**src/rtl/bank_scheduler_response_queue_if.sv**
```systemverilog
// Response-path signal bundle: memory-side capture inputs and the valid/ready head port.
// The queue connects through the slave modport; the memory model and consumer use master.
interface bank_scheduler_response_queue_if;
    logic        mem_resp_valid;
    logic [31:0] mem_resp_addr;
    logic [31:0] mem_resp_data;
    logic [31:0] mem_resp_id;
    logic        resp_valid;
    logic        resp_ready;
    logic [31:0] resp_addr;
    logic [31:0] resp_data;
    logic [31:0] resp_id;
    logic        resp_fire;

    modport master (
        output mem_resp_valid, mem_resp_addr, mem_resp_data, mem_resp_id, resp_ready,
        input  resp_valid, resp_addr, resp_data, resp_id, resp_fire
    );

    modport slave (
        input  mem_resp_valid, mem_resp_addr, mem_resp_data, mem_resp_id, resp_ready,
        output resp_valid, resp_addr, resp_data, resp_id, resp_fire
    );
endinterface

```
**src/rtl/bank_scheduler_response_queue.sv**
```systemverilog
// Per-bank response FIFO: captures unstallable memory responses, serves them in order on a
// valid/ready port, and keeps cycle, occupancy, high-water and drop statistics.
module bank_scheduler_response_queue #(
    parameter int RANK  = 0,
    parameter int BANK  = 0,
    parameter int DEPTH = 8
) (
    input  logic                     clk,
    input  logic                     reset,
    bank_scheduler_response_queue_if.slave bus,
    output logic [63:0]              global_cycle,
    output logic                     full,
    output logic [$clog2(DEPTH):0]   count,
    output logic [$clog2(DEPTH):0]   max_count,
    output logic [31:0]              drop_count,
    output logic                     overflow
);
    localparam int AW = $clog2(DEPTH);
    localparam int CW = AW + 1;

    if (DEPTH < 2 || (DEPTH & (DEPTH - 1)) != 0 || RANK < 0 || BANK < 0) begin : g_bad_cfg
        $error("bank_scheduler_response_queue: DEPTH must be a power of two >= 2, RANK/BANK >= 0");
    end

    logic [31:0]   r_addr_mem [DEPTH];
    logic [31:0]   r_data_mem [DEPTH];
    logic [31:0]   r_id_mem   [DEPTH];

    logic [AW-1:0] r_wr_ptr;
    logic [AW-1:0] r_rd_ptr;
    logic [CW-1:0] r_count;
    logic [CW-1:0] r_max_count;
    logic [31:0]   r_drop_count;
    logic          r_overflow;
    logic [63:0]   r_global_cycle;

    logic          w_valid;
    logic          w_full;
    logic          w_fire;
    logic          w_enq;
    logic          w_drop;
    logic [CW-1:0] w_count_nxt;

    assign w_valid = (r_count != '0);
    assign w_full  = (r_count == CW'(DEPTH));
    assign w_fire  = w_valid && bus.resp_ready;
    // A dequeue in the same cycle frees the slot, so a full queue still accepts.
    assign w_enq   = bus.mem_resp_valid && (!w_full || w_fire);
    assign w_drop  = bus.mem_resp_valid && w_full && !w_fire;

    always_comb begin
        w_count_nxt = r_count;
        unique case ({w_enq, w_fire})
            2'b10:   w_count_nxt = r_count + 1'b1;
            2'b01:   w_count_nxt = r_count - 1'b1;
            default: w_count_nxt = r_count;
        endcase
    end

    always_ff @(posedge clk or posedge reset) begin
        if (reset) begin
            r_wr_ptr       <= '0;
            r_rd_ptr       <= '0;
            r_count        <= '0;
            r_max_count    <= '0;
            r_drop_count   <= '0;
            r_overflow     <= 1'b0;
            r_global_cycle <= '0;
        end else begin
            r_global_cycle <= r_global_cycle + 64'd1;
            r_count        <= w_count_nxt;
            if (w_count_nxt > r_max_count) begin
                r_max_count <= w_count_nxt;
            end
            if (w_enq) begin
                r_wr_ptr <= r_wr_ptr + 1'b1;
            end
            if (w_fire) begin
                r_rd_ptr <= r_rd_ptr + 1'b1;
            end
            if (w_drop) begin
                r_overflow <= 1'b1;
                if (r_drop_count != '1) begin
                    r_drop_count <= r_drop_count + 32'd1;
                end
            end
        end
    end

    // Storage is deliberately left unreset; head fields are don't-care while empty.
    always_ff @(posedge clk) begin
        if (w_enq) begin
            r_addr_mem[r_wr_ptr] <= bus.mem_resp_addr;
            r_data_mem[r_wr_ptr] <= bus.mem_resp_data;
            r_id_mem[r_wr_ptr]   <= bus.mem_resp_id;
        end
    end

    assign bus.resp_valid = w_valid;
    assign bus.resp_fire  = w_fire;
    assign bus.resp_addr  = r_addr_mem[r_rd_ptr];
    assign bus.resp_data  = r_data_mem[r_rd_ptr];
    assign bus.resp_id    = r_id_mem[r_rd_ptr];

    assign global_cycle = r_global_cycle;
    assign full         = w_full;
    assign count        = r_count;
    assign max_count    = r_max_count;
    assign drop_count   = r_drop_count;
    assign overflow     = r_overflow;
endmodule

```
**src/flat_wrapper.sv**
```systemverilog
// flat-port wrapper written by rule: the top's interface ports become plain ports
module bank_scheduler_response_queue_flat 
#(
    parameter int RANK  = 0,
    parameter int BANK  = 0,
    parameter int DEPTH = 8
)
  (clk, reset, global_cycle, full, count, max_count, drop_count, overflow, bus_mem_resp_valid, bus_mem_resp_addr, bus_mem_resp_data, bus_mem_resp_id, bus_resp_ready, bus_resp_valid, bus_resp_addr, bus_resp_data, bus_resp_id, bus_resp_fire);
  bank_scheduler_response_queue_if bus_i ();
  input  logic clk;
  input  logic reset;
  output logic [63:0] global_cycle;
  output logic full;
  output logic [$clog2(DEPTH):0] count;
  output logic [$clog2(DEPTH):0] max_count;
  output logic [31:0] drop_count;
  output logic overflow;
  input wire logic [$bits(bus_i.mem_resp_valid)-1:0] bus_mem_resp_valid;
  input wire logic [$bits(bus_i.mem_resp_addr)-1:0] bus_mem_resp_addr;
  input wire logic [$bits(bus_i.mem_resp_data)-1:0] bus_mem_resp_data;
  input wire logic [$bits(bus_i.mem_resp_id)-1:0] bus_mem_resp_id;
  input wire logic [$bits(bus_i.resp_ready)-1:0] bus_resp_ready;
  output wire logic [$bits(bus_i.resp_valid)-1:0] bus_resp_valid;
  output wire logic [$bits(bus_i.resp_addr)-1:0] bus_resp_addr;
  output wire logic [$bits(bus_i.resp_data)-1:0] bus_resp_data;
  output wire logic [$bits(bus_i.resp_id)-1:0] bus_resp_id;
  output wire logic [$bits(bus_i.resp_fire)-1:0] bus_resp_fire;
  assign bus_i.mem_resp_valid = bus_mem_resp_valid;
  assign bus_i.mem_resp_addr = bus_mem_resp_addr;
  assign bus_i.mem_resp_data = bus_mem_resp_data;
  assign bus_i.mem_resp_id = bus_mem_resp_id;
  assign bus_i.resp_ready = bus_resp_ready;
  assign bus_resp_valid = bus_i.resp_valid;
  assign bus_resp_addr = bus_i.resp_addr;
  assign bus_resp_data = bus_i.resp_data;
  assign bus_resp_id = bus_i.resp_id;
  assign bus_resp_fire = bus_i.resp_fire;
  bank_scheduler_response_queue #(.RANK(RANK), .BANK(BANK), .DEPTH(DEPTH)) u_core (.clk(clk), .reset(reset), .bus(bus_i), .global_cycle(global_cycle), .full(full), .count(count), .max_count(max_count), .drop_count(drop_count), .overflow(overflow));
endmodule
```
**config.mk**
```make
export PLATFORM = sky130hd
export DESIGN_NAME = bank_scheduler_response_queue_flat
export DESIGN_NICKNAME = d
export VERILOG_FILES = /design/src/rtl/bank_scheduler_response_queue_if.sv /design/src/rtl/bank_scheduler_response_queue.sv /design/src/flat_wrapper.sv
export SDC_FILE = /design/constraint.sdc
export NUM_CORES = 1
export LEC_CHECK = 0
export CORE_ASPECT_RATIO = 0.8
export CORE_MARGIN = 2
export CORE_UTILIZATION = 35
export DETAILED_ROUTE_END_ITERATION = 8
export PLACE_DENSITY = 0.52
export SYNTH_ARGS = -nofsm -noshare
export SYNTH_HDL_FRONTEND = slang
export SYNTH_SLANG_ARGS = --single-unit
```
**constraint.sdc**
```tcl
create_clock -name clk -period 32.6 [get_ports clk]
set_input_delay 3.26 -clock clk [delete_from_list [all_inputs] [get_ports clk]]
set_output_delay 3.26 -clock clk [all_outputs]
set_load 0.01 [all_outputs]
```
==> results.toml, run 1 <==
[hold_path]
hold_end = "u_core.global_cycle[47]"
holdPathStages = 1
hp-start = "u_core.global_cycle[47]"
hold_path_class = "flop to flop"

[detailed_routing]
postRouteAntennaNets = 0
wl_met3_um = 4950
firstDrtPassIters = 5
wl_um = 76600
routed-wl-met2_um = 35700
wl_per_cell_um = 23.0
drtIter0Drc = 1168
drc = 0
wl_met1_um = 34500
routed.top_layer = "met5"
via_per_inst = 4.99
via_count = 16605

[synthesis]
synth-seq-area-share = 0.762
yosysMostFrequentCell = "edfxtp_1"
syn_avg_cell_area_um2 = 21.3
synth.area.top_cells = "edfxtp_1, mux4_2, dfrtp_1"
synth-seq-cells = 879
ys_top_cells_by_count = "edfxtp_1, mux4_2, dfrtp_1, mux2_2, xnor2_1"
synth_cells = 1590
synthArstFlopShare = 0.126
syn-num-nets = 1701
yosys.area.top_type_share = 0.680
synth_warnings = 0
yosys_most_used_dff = "edfxtp_1"
synth_cell_types = 45
synth_area_leader_cell = "edfxtp_1"
synth_edf_count = 768
netlist_area_um2 = 33900

[timing]
drv_slew = 0
hold_viol = 0
fin_ws_ps = 24550
relSlewSlack = 0.307
fin_tns_setup_ps = 0
rsz0062_at_grt = "false"
setup_viol = 0
post-route-period-util = 0.247
tightest_slew_ps = 1040
fmax_mhz = 124
post-route-min-period_ps = 8050
clock_skew_ps = 16.3

[worst_setup_path]
cp.required_ps = 29340
max_stage_delay_ps = 560
cp_max_fo = 6
path_cells = "clkdlybuf4s50_1, o41ai_1, buf_4, inv_1, clkdlybuf4s50_1"
worstPathArrival_ps = 4790
cp_slowest_cell = "clkdlybuf4s50_1"
reg2reg_depth = 12
cpMostUsedCell = "clkdlybuf4s50_1"
endpoint_kind = "output port"
start_kind = "primary input"
r2r-start = "u_core.count[1]"
reg2reg_to = "u_core.max_count[2]"
crit_type = "primary input to output port"
r2r_slack_ps = 28810

[pwr]
power.density_nw_per_um2 = 84.7
p_total_mw = 3.52
p_leak_nw = 13.7
vdd_drop_max_uv = 44.5

[grt]
grt_usage = 0.154
antenna_found_initial = 9
grt_pass1_wl_um = 115000
grt_max_degree = 97
grt_pass1_vias = 17831
overflow = 0

[cts]
cts_tree = "done"
h-tree-depth = 3
hold_buffers = 0
cts-resized-gates = 0
numCtsBuffers = 93
clk_latency_ps = 640
post-cts-setup-buffers = 0
cts_sinks = 879
clockBufferDepth = 3
clk_pin_slew_worst_paths_ps = 50
root_buffer = "clkbuf_16"

[layout]
layout-drive-gt1-share = 0.232
final_util = 0.431
syn_to_final_growth_pct = 22.6
num-fill-cells = 8291
final_net_count = 2070

[place]
pre_cts_slack_ps = 24520
io_buffer_count = 303
gp_congestion = 0.728
dp_hpwl_um = 42600

[job]
cap_violations = 0

[floorplanning]
dieArea_um2 = 99400
dieWidth_um = 352
core_region_area_um2 = 96400
rows = 102
die_y_um = 282
start_util = 0.352
ioPinCount = 304

[outcome]
status = "finished clean"
## cells by family after synthesis
logic type,count (synthesis),share of synthesized area
DFF,879,0.762
and+or+nand+nor,211,0.0346
xor gates and xnor gates,99,0.0256
adders and majority gates,11,0.00428
AOI/OAI and AO/OA,14,0.00288
buffers and inverters,81,0.00904
muxes,295,0.162
## registers in the layout (all words and copies together), names as in the netlist
| register | cells |
|---|---|
| u_core.count | 4 |
| u_core.max_count | 4 |
| u_core.r_data_mem | 256 |
| u_core.overflow | 1 |
| u_core.r_addr_mem | 256 |
| u_core.r_id_mem | 256 |
| u_core.r_wr_ptr | 3 |
| u_core.global_cycle | 64 |
| u_core.r_rd_ptr | 3 |
| u_core.drop_count | 32 |
## how the worst max path moves through the flow
stage | startpoint | end | slack (ps)
finish | bus_resp_ready | bus_resp_fire | 24550
global route | u_core.r_rd_ptr[0] | bus_resp_addr[1] | 24200
CTS | u_core.r_rd_ptr[0] | bus_resp_addr[1] | 24420
detailed placement | bus_resp_ready | bus_resp_fire | 24520
global placement | bus_resp_ready | bus_resp_fire | 24460
floorplan | bus_resp_ready | u_core.r_addr_mem[0][0] | 19310
## cell usage in the layout, fill, tap and decap left out, types with 31 or more instances in the layout
master,n
buf_4,31
nand2_1,39
edfxtp_1,768
nand3_1,34
mux4_2,192
xnor2_1,57
xor2_1,42
clkdlybuf4s50_1,303
clkbuf_16,95
mux2_2,103
dfrtp_1,108
## final cells by class
class | instances | area [um^2] | area share
timing repair buffer | 335 | 3290 | 0.0790
antenna | 2 | 5.00 | 0.000120
tap | 1300 | 1630 | 0.0391
clock inverter | 41 | 407 | 0.00978
inverter | 20 | 77.6 | 0.00187
clock buffer | 123 | 2490 | 0.0600
multi-input combinational | 630 | 7820 | 0.188
sequential | 879 | 25900 | 0.622
## metal layers
metal  global-route usage  up-vias
met5                    0        -
met4               0.0387       10
met3               0.0441      107
met2                0.241      400
met1                0.212     8819
li1                     -     7269
## stage by stage
step                cells  hold WS (ps)  area, um^2
floorplan            1590           504       33900
global placement     3164           463       38700
detailed placement   3164           466       38700
CTS                  3328           483       41600
global route         3328           500       41600
finish               3330           477       41600
## critical path, delay by kind of cell
family                 cells  cell delay, ps
buffers and inverters      4            1410
AO/OA/AOI/OAI              1             110
## power by group
part | switching (mW) | total (mW) | internal (mW)
logic | 0.501 | 1.06 | 0.555
registers | 0.0622 | 1.45 | 1.39
clock network | 0.424 | 1.02 | 0.592
total | 0.987 | 3.52 | 2.54
No activity file was read; power rests on OpenSTA's default activity.
==> run 2: changes to the inputs <==
--- a/config.mk
+++ b/config.mk
@@ -9,7 +9,7 @@
 export CORE_MARGIN = 2
 export CORE_UTILIZATION = 35
 export DETAILED_ROUTE_END_ITERATION = 8
-export PLACE_DENSITY = 0.52
+export PLACE_DENSITY = 0.54
 export SYNTH_ARGS = -nofsm -noshare
 export SYNTH_HDL_FRONTEND = slang
 export SYNTH_SLANG_ARGS = --single-unit
==> constraint.sdc (replaced) <==
create_clock -name clk -period 7.2 [get_ports clk]
set_input_delay 0.72 -clock clk [delete_from_list [all_inputs] [get_ports clk]]
set_output_delay 0.72 -clock clk [all_outputs]
set_load 0.01 [all_outputs]
==> run 2 against run 1 <==
  * Core utilization grew 0.067 points
  * Sequential cell count is the same
  * Clock power grew to 4.5 times the previous value
  * Sequential power grew to 4.6 times the previous value
  * Global-route usage shrank 0.17 points
  * Critical path depth shrank 1
  * Register-to-register slack lost 26000 ps
  * First-iteration DRC count shrank 5.1%
  * Clock skew is essentially flat
  * Clock-buffer cell count shrank 17
  * Worst hold slack lost 26 ps
==> results.toml, run 2 (same netlist as run 1, synthesis figures left out) <==
[floorplanning]
dieArea_um2 = 99400
die_y_um = 282
rows = 102
core_region_area_um2 = 96400
dieWidth_um = 352
ioPinCount = 304
start_util = 0.352

[cts]
clk_pin_slew_worst_paths_ps = 60
post-cts-setup-buffers = 0
clk_latency_ps = 650
cts_sinks = 879
numCtsBuffers = 93
root_buffer = "clkbuf_16"
h-tree-depth = 3
cts_tree = "done"
hold_buffers = 0
clockBufferDepth = 3
cts-resized-gates = 0

[grt]
grt_usage = 0.152
grt_pass1_wl_um = 114000
antenna_found_initial = 9
grt_pass1_vias = 18016
grt_max_degree = 115
overflow = 0

[layout]
top_regs = "u_core.r_addr_mem x256, u_core.r_data_mem x256, u_core.r_id_mem x256"
stdcell_area_um2 = 41600
final_net_count = 2060
syn_to_final_growth_pct = 22.8
final_cell_mix = "edfxtp_1, clkdlybuf4s50_1, mux4_2, dfrtp_1, mux2_2"
layout-drive-gt1-share = 0.231
layout_commonest_cell = "edfxtp_1"

[timing]
hold_viol = 0
post-route-min-period_ps = 4470
fmax_mhz = 224
post-route-period-util = 0.620
rsz0062_at_grt = "false"
drv_slew = 0
clock_skew_ps = 16.8
fin_ws_ps = 2730
relSlewSlack = 0.331
setup_viol = 0
tightest_slew_ps = 991
fin_tns_setup_ps = 0

[detailed_routing]
firstDrtPassIters = 5
wl_per_cell_um = 22.8
drc = 0
wl_um = 75800
postRouteAntennaNets = 0
drtIter0Drc = 1109
via_count = 16556
via_per_inst = 4.98

[worst_setup_path]
cp_max_fo = 88
start_kind = "flop"
setup.worst_path.start = "u_core.r_rd_ptr[0]"
cp.required_ps = 6480
endpoint_kind = "output port"
crit_type = "flop to output port"
r2r-start = "u_core.count[1]"
worstPathArrival_ps = 3750

[place]
io_buffer_count = 303
pre_cts_slack_ps = 2790
dp_hpwl_um = 40800
gp_congestion = 0.779
place_area_um2 = 38700

[outcome]
status = "finished clean"

[hold_path]
hold_path_class = "primary input to async pin"

[pwr]
p_leak_nw = 13.7
vdd_drop_max_uv = 320
power.density_nw_per_um2 = 383

[job]
cap_violations = 0
==> run 2: through the flow <==
step / total power [mW] / std cells / utilization / hold slack, ps
finish: 15.9 / 3326 / 0.432 / 451
global route: 16.7 / 3325 / 0.432 / 469
CTS: 16.3 / 3325 / 0.432 / 418
detailed placement: 11.6 / 3154 / 0.402 / 456
global placement: 11.5 / 3154 / 0.402 / 456
floorplan: 9.53 / 1590 / - / 504
==> run 2: cell type report <==
cell class	count	area [um^2]
multi-input combinational	630	7840
antenna	1	2.50
inverter	20	77.6
tap	1300	1630
clock inverter	65	563
fill	8307	54700
clock buffer	106	2380
sequential	879	25900
timing repair buffer	325	3300
==> run 2: metal layers <==
metal,GRT usage,wire length (um),vias to the layer above
met3,0.0447,5330,113
met4,0.0384,1390,14
met1,0.206,33100,8743
met2,0.242,35900,443
li1,-,-,7243
met5,0,102,-
==> run 2: critical path: stages, from the launching register on <==
cell	delay [ps]
dfrtp_4	890
buf_12	580
mux4_2	600
mux2_2	280
clkdlybuf4s50_1	540
==> run 2: final timing paths <==
path                                                end  cells past startpoint  slack [ps]
worst max-delay path                  bus_resp_addr[11]                      4        2730
worst min-delay path               u_core.drop_count[7]                      2         450
worst max register to register      u_core.max_count[3]                     11        2870
worst min register to register          u_core.overflow                      1         470
max in group asynchronous       u_core.global_cycle[27]                      3        5410
min in group clk                        u_core.overflow                      1         470
==> run 2: report_power, final <==
group / leakage [nW] / internal [mW] / total, mW / switching (mW)
registers: 8.46 / 6.28 / 6.64 / 0.355
clock network: 1.43 / 2.63 / 4.59 / 1.96
logic: 3.81 / 2.53 / 4.71 / 2.18
total: 13.7 / 11.4 / 15.9 / 4.49
